==> src/rtl/multicycle_control.sv <==
// Multicycle MIPS control FSM: sequences fetch/decode/execute over 3-5 cycles,
// stalls on mem_ready, handles illegal opcodes and counts retired instructions.
module multicycle_control #(
  parameter int unsigned ALUOP_W       = 3,
  parameter bit          USE_MEM_READY = 1'b1,
  parameter bit          TRAP_HALT     = 1'b1,
  parameter int unsigned CNT_W         = 32
) (
  input  logic               clk,
  input  logic               reset,
  input  logic [5:0]         op,
  input  logic               mem_ready,
  output logic               pc_write,
  output logic               pc_write_cond,
  output logic               branch_ne,
  output logic               ir_write,
  output logic               i_or_d,
  output logic               mem_read,
  output logic               mem_write,
  output logic               mem_to_reg,
  output logic               reg_dst,
  output logic               reg_write,
  output logic               alu_src_a,
  output logic [1:0]         alu_src_b,
  output logic [1:0]         pc_source,
  output logic [ALUOP_W-1:0] alu_op,
  output logic               illegal_op,
  output logic               instr_done,
  output logic [3:0]         state,
  output logic [CNT_W-1:0]   instr_count
);

  localparam logic [5:0] OP_R    = 6'h00;
  localparam logic [5:0] OP_LW   = 6'h23;
  localparam logic [5:0] OP_SW   = 6'h2B;
  localparam logic [5:0] OP_BEQ  = 6'h04;
  localparam logic [5:0] OP_BNE  = 6'h05;
  localparam logic [5:0] OP_ADDI = 6'h08;
  localparam logic [5:0] OP_J    = 6'h02;

  typedef enum logic [3:0] {
    RESET_ST  = 4'd0,
    FETCH     = 4'd1,
    DECODE    = 4'd2,
    MEM_ADDR  = 4'd3,
    MEM_READ  = 4'd4,
    MEM_WB    = 4'd5,
    MEM_WRITE = 4'd6,
    R_EXEC    = 4'd7,
    R_WB      = 4'd8,
    BRANCH    = 4'd9,
    ADDI_EXEC = 4'd10,
    ADDI_WB   = 4'd11,
    JUMP      = 4'd12,
    TRAP      = 4'd13
  } state_t;

  state_t     stateQ, stateNext;
  logic [5:0] opQ;
  logic       armed;
  logic       memRdy;

  assign memRdy = USE_MEM_READY ? mem_ready : 1'b1;
  assign state  = stateQ;

  // armed delays the first FETCH to the second edge after reset release
  always_ff @(posedge clk or posedge reset) begin
    if (reset) begin
      stateQ      <= RESET_ST;
      opQ         <= 6'd0;
      armed       <= 1'b0;
      instr_count <= '0;
    end else begin
      stateQ <= stateNext;
      armed  <= 1'b1;
      if (stateQ == DECODE) opQ <= op;
      if (instr_done) instr_count <= instr_count + CNT_W'(1);
    end
  end

  always_comb begin
    stateNext     = stateQ;
    pc_write      = 1'b0;
    pc_write_cond = 1'b0;
    branch_ne     = 1'b0;
    ir_write      = 1'b0;
    i_or_d        = 1'b0;
    mem_read      = 1'b0;
    mem_write     = 1'b0;
    mem_to_reg    = 1'b0;
    reg_dst       = 1'b0;
    reg_write     = 1'b0;
    alu_src_a     = 1'b0;
    alu_src_b     = 2'b00;
    pc_source     = 2'b00;
    alu_op        = '0;
    illegal_op    = 1'b0;
    instr_done    = 1'b0;
    unique case (stateQ)
      RESET_ST: if (armed) stateNext = FETCH;
      FETCH: begin
        mem_read  = 1'b1;
        alu_src_b = 2'b01;
        if (memRdy) begin
          ir_write  = 1'b1;
          pc_write  = 1'b1;
          stateNext = DECODE;
        end
      end
      DECODE: begin
        alu_src_b = 2'b11;
        case (op)
          OP_R:          stateNext = R_EXEC;
          OP_LW, OP_SW:  stateNext = MEM_ADDR;
          OP_BEQ, OP_BNE: stateNext = BRANCH;
          OP_ADDI:       stateNext = ADDI_EXEC;
          OP_J:          stateNext = JUMP;
          default: begin
            if (TRAP_HALT) begin
              stateNext = TRAP;
            end else begin
              stateNext  = FETCH;
              illegal_op = 1'b1;
            end
          end
        endcase
      end
      MEM_ADDR: begin
        alu_src_a = 1'b1;
        alu_src_b = 2'b10;
        stateNext = (opQ == OP_LW) ? MEM_READ : MEM_WRITE;
      end
      MEM_READ: begin
        mem_read = 1'b1;
        i_or_d   = 1'b1;
        if (memRdy) stateNext = MEM_WB;
      end
      MEM_WB: begin
        mem_to_reg = 1'b1;
        reg_write  = 1'b1;
        instr_done = 1'b1;
        stateNext  = FETCH;
      end
      MEM_WRITE: begin
        mem_write = 1'b1;
        i_or_d    = 1'b1;
        if (memRdy) begin
          instr_done = 1'b1;
          stateNext  = FETCH;
        end
      end
      R_EXEC: begin
        alu_src_a = 1'b1;
        alu_op    = ALUOP_W'(3'b001);
        stateNext = R_WB;
      end
      R_WB: begin
        reg_dst    = 1'b1;
        reg_write  = 1'b1;
        instr_done = 1'b1;
        stateNext  = FETCH;
      end
      BRANCH: begin
        alu_src_a     = 1'b1;
        alu_op        = ALUOP_W'(3'b010);
        pc_write_cond = 1'b1;
        pc_source     = 2'b01;
        branch_ne     = (opQ == OP_BNE);
        instr_done    = 1'b1;
        stateNext     = FETCH;
      end
      ADDI_EXEC: begin
        alu_src_a = 1'b1;
        alu_src_b = 2'b10;
        stateNext = ADDI_WB;
      end
      ADDI_WB: begin
        reg_write  = 1'b1;
        instr_done = 1'b1;
        stateNext  = FETCH;
      end
      JUMP: begin
        pc_write   = 1'b1;
        pc_source  = 2'b10;
        instr_done = 1'b1;
        stateNext  = FETCH;
      end
      TRAP: illegal_op = 1'b1;
      default: stateNext = RESET_ST;
    endcase
  end

endmodule

==> config.mk <==
export PLATFORM = sky130hd
export DESIGN_NAME = multicycle_control
export DESIGN_NICKNAME = d
export VERILOG_FILES = /design/src/rtl/multicycle_control.sv
export SDC_FILE = /design/constraint.sdc
export NUM_CORES = 1
export LEC_CHECK = 0
export CORE_ASPECT_RATIO = 0.9
export CORE_MARGIN = 2
export CORE_UTILIZATION = 35
export CTS_BUF_LIST = sky130_fd_sc_hd__clkbuf_8
export CTS_CLUSTER_SIZE = 25
export DETAILED_ROUTE_END_ITERATION = 16
export GPL_TIMING_DRIVEN = 0
export RECOVER_POWER = 100
export SLEW_MARGIN = 40
export SYNTH_ARGS = -nofsm -noshare
export SYNTH_HDL_FRONTEND = slang
export SYNTH_SLANG_ARGS = --single-unit
==> constraint.sdc <==
create_clock -name clk -period 1.87 [get_ports clk]
set_input_delay 0.374 -clock clk [delete_from_list [all_inputs] [get_ports clk]]
set_output_delay 0.374 -clock clk [all_outputs]
set_load 0.005 [all_outputs]
Word level (Yosys, flattened, before mapping)
Cells that the tools add are included.

Eq/ne operators: 25. Muxes and demuxes: 24. Reductions and logical operators: 11. Bitwise gates (word level): 1. $add $sub $neg: 1.

Operators by type and width (count): $pmux 4 s10 (1); $add 32x1->32 const B (1); $eq 4x4->1 const B (6); $pmux 4 s5 (1); $eq 6x3->1 const B (3); $eq 6x6->1 const B (3); $eq 4x3->1 const B (4); $mux 4 (4); $mux 1 (12); $reduce_or 2->1 (5); $eq 4x2->1 const B (2); $ne 2x2->1 const B (4); $pmux 2 s2 (2); $eq 6x2->1 const B (1); $eq 6x4->1 const B (1); $logic_not 6->1 (1); $pmux 2 s3 (1); $reduce_and 5->1 (1); $reduce_or 5->1 (1); $eq 4x1->1 const B (1); $logic_not 4->1 (1); $pmux 1 s2 (2); $reduce_or 4->1 (1); $reduce_or 3->1 (1); 2 further kinds (2).

Output and inout bits: 56. Input bits: 9. Register bits: 43.

Depth between registers and ports, before layout
Word-level depth: 4. Mapped depth: 7.

Least setup slack after synthesis
OpenSTA, ideal clock, no wires.

Path kind: reg-to-reg. Start point: register stateQ[2] (netlist: state[2]). End point: register opQ[0]. Required time: 1745 ps. Setup slack: 147 ps. Cell stages (with the launch flop): 6. Data arrival time: 1598 ps. Period minus slack after synthesis: 1723 ps. Buffers on the path: 1. Path through: dfrtp_1 > buf_2 > clkinv_1 > nand2_1 > nor3_1 > mux2_2.

Longest elaborated chain between the ends: 1.

RTL lines: from (decl) (line 58) `state_t stateQ, stateNext;`; from (signal assigned) (line 74) `stateQ <= stateNext;`; $eq 4x2->1 (line 76) `if (stateQ == DECODE) opQ <= op;`; to (signal assigned) (line 76); to (decl) (line 59) `logic [5:0] opQ;`.

Every way passes these cells. A chain may end at the register's enable or synchronous reset.

Final worst setup path
Start point: register stateQ[0] (netlist: state[0]). End point: output port branch_ne.

Longest elaborated chain between the ends: 2.

RTL lines: $eq 4x4->1 (line 99) `unique case (stateQ)`; $mux 1 (line 99); to (decl) (line 15) `output logic branch_ne,`.

Every way passes these cells.

==> metrics.md <==
| Metric | Value |
|---|---|
| Status | `finished, violations left` |
| Failing checks | `negative setup slack` |
| Vias | `2221` |
| Vias in the first global route | `1968` |
| Max VDD drop | `527 uV` |
| P_leak | `approximately 1.6 nW` |
| Fmax | `0.516 GHz` |
| Area Growth Syn to Fin | `55.4%` |
| Post-synth ARST share | `1.00` |
| Syn Std Cell Area | `0.00236 sq mm` |
| Crit path time final | `1940 ps` |
| Register area share after synthesis | `0.456` |
| Skew-Pair Late Insertion Delay | `290 ps` |
| Die width | `roughly 90 um` |
| Clock sinks | `between 40 and 50` |
| GR Overflow Total | `0` |
| Clock Path Buffers | `2` |
| R2R Setup Slk | `-40 ps` |
| R2R cell count | `9` |
| Setup crit end kind | `output pin` |
| Min-Delay Endpoint | `instr_count[31]` |
| Synth cell types | `49` |
| Crit path kind | `flip-flop to output pin` |
| Post-synth EDFFs | `0` |
| Hold Path Depth | `1` |
| Yosys reg bits | `43` |
| Top_reg_cell synth | `dfrtp_1` |
| Routability congestion estimate from global placement | `0.877` |
| Post-DP HPWL | `4150 um` |
| CP Max Fanout | `5` |
| Final worst slack | `-67.6 ps` |
| # port buffers | `63` |
| CP Launch Type | `flip-flop` |
| Non-filler cells, final | `430` |
| Boundary Pins | `65` |
| Final period utilization | `1.04` |
| Pwr dens | `roughly 1200 mW/mm^2` |
| Filler instances | `between 500 and 600` |
| Skew final | `8.37 ps` |
| Worst r2r src | `state[0]` |
| Via/cell ratio | `roughly 5.2` |
| Routed len/inst | `15.0 um` |
| Final ANT Viol Nets | `0` |
| Mapped Nets | `246` |
| Die area | `0.00742 sq mm` |
| Commonest non-fill, non-tap cell in the layout | `dfrtp_1` |
| Layout cell share with drive strength beyond 1 | `0.329` |
| Clock transition at path regs | `80 ps` |
| Initial drt markers | `106` |
| Fin. Hold Viols | `0` |
| DRC viols | `0` |
| Gate Count Post-Synth | `between 200 and 250` |
| Worst Tran Pin Value | `slightly below 900 ps` |
| # Max-Cap Violations | `0` |
| Mapped Avg Cell Area | `10.0 sq um` |
| Core Box Area | `0.00655 sq mm` |
| Final setup TNS | `-349 ps` |
| CTS tree | `done` |
| Max Slew Vio Count | `0` |
| Root Buffer | `clkbuf_8` |
| Required time worst endpoint | `1500 ps` |
| TritonCTS Buffers | `5` |
| Arr. time, crit path | `1560 ps` |
| WL final | `roughly 6400 um` |
| Worst hold start | `instr_count[31]` |
| Ant diodes | `0` |
| Rows | `28` |
| R2R Path End | `instr_count[9]` |
| Ys Warns | `0` |
| Fin nets | `349` |
| Initial antenna violation count | `0` |
| Setup Viol. Count Final | `12` |
| Relative slew slack | `0.417` |
| First-pass GRT wire length | `9950 um` |
| Die Height | `~82 um` |
| DRT Pass-1 Iters | `4` |
| CTS H-tree lvls | `2` |
| Effective utilization at floorplan | `0.360` |
| Most frequent cells in the layout | `42 x dfrtp_1, 41 x clkdlybuf4s50_1, 30 x buf_4` |
| Largest net degree at the start of global routing | `36` |
| Placed instance count | `slightly below 400` |
| Worst hold path class | `flip-flop to flip-flop` |
| Global Route Usage Sum | `0.168` |
| Unrepaired setup endpoints after global routing | `true` |
per-stage QoR:
stage,worst slack (ps),total power [mW],area [sq um],util,hold slack [ps]
floorplan,147,2.23,2360,-,468
global placement,-714,2.98,3100,0.474,466
detailed placement,-725,3.00,3130,0.477,464
CTS,-202,4.02,3480,0.532,309
global route,-180,4.74,3670,0.560,486
finish,-67.6,4.47,3670,0.560,481
sequential cells by signal, indices dropped and copies added (netlist names):
register and count:
armed 1, instr_count 32, opQ 6, state 4
where the power goes:
group / switching (mW) / total (mW) / internal [mW] / leakage (nW)
clock network: 0.308 / 0.564 / 0.256 / 0.0477
logic: 1.23 / 2.61 / 1.39 / 0.974
registers: 0.190 / 1.30 / 1.10 / 0.565
cells in the mapped netlist (7+ instances only):
| cell type | count | area (sq um) |
|---|---|---|
| dfrtp_1 | 43 | 1080 |
| xnor2_1 | 29 | 254 |
| nand2_1 | 19 | 71.3 |
| nand3_1 | 17 | 85.1 |
| nand4_1 | 12 | 75.1 |
| nor2_1 | 12 | 45.0 |
| nor3_1 | 11 | 55.1 |
| mux2_2 | 8 | 90.1 |
| o21ai_0 | 8 | 40.0 |
| and3_1 | 7 | 43.8 |
| and4_1 | 7 | 61.3 |
cell type report:
| class | count | area, sq um | share of cell area |
|---|---|---|---|
| sequential | 43 | 1080 | 0.294 |
| inverter | 3 | 22.5 | 0.00614 |
| buffer | 10 | 121 | 0.0331 |
| timing repair buffer | 97 | 842 | 0.229 |
| multi-input combinational | 179 | 1410 | 0.384 |
| tap | 90 | 113 | 0.0307 |
| clock buffer | 5 | 68.8 | 0.0188 |
| clock inverter | 3 | 15.0 | 0.00409 |
cells by family (layout without fill, tap and decap cells):
group / after synthesis / count (layout) / share of synthesized area
xor gates and xnor gates: 33 / 33 / 0.122
DFF: 43 / 43 / 0.456
AOI/OAI and AO/OA: 27 / 27 / 0.0779
other: 2 / 2 / 0.00318
buffers and inverters: 14 / 118 / 0.0339
and+or+nand+nor: 107 / 107 / 0.259
muxes: 9 / 9 / 0.0424
adders and majority gates: 1 / 1 / 0.00530
worst max-delay path, cell delays in order (launching register included):
cell	delay (ps)
dfrtp_1	380
buf_6	160
nand2_8	60
nor3_4	210
nand3_2	90
nor4b_2	220
buf_2	150
how the worst max path moves through the flow:
| stage | start | to | slack (ps) | cells past startpoint |
|---|---|---|---|---|
| floorplan | state[2] | opQ[0] | 150 | 5 |
| global placement | mem_ready | instr_done | -710 | 6 |
| detailed placement | mem_ready | instr_done | -720 | 6 |
| CTS | state[0] | pc_write | -200 | 6 |
| global route | state[0] | instr_done | -180 | 6 |
| finish | state[0] | branch_ne | -70 | 6 |
layer usage:
metal | vias up | track usage | wire (um)
li1 | 1059 | - | -
met1 | 1098 | 0.245 | 3010
met2 | 60 | 0.261 | 3110
met3 | 4 | 0.0330 | 274
met4 | 0 | 0.0323 | 37
met5 | - | 0 | 0
repair_timing:
item,in CTS,in global routing
endpoints found under the setup margin,48,45
pin swaps,13,11
hold buffers,0,0
resized for setup,94,46
buffers inserted,22,14
cloned,1,0
Power figures use the tool's default switching activity.
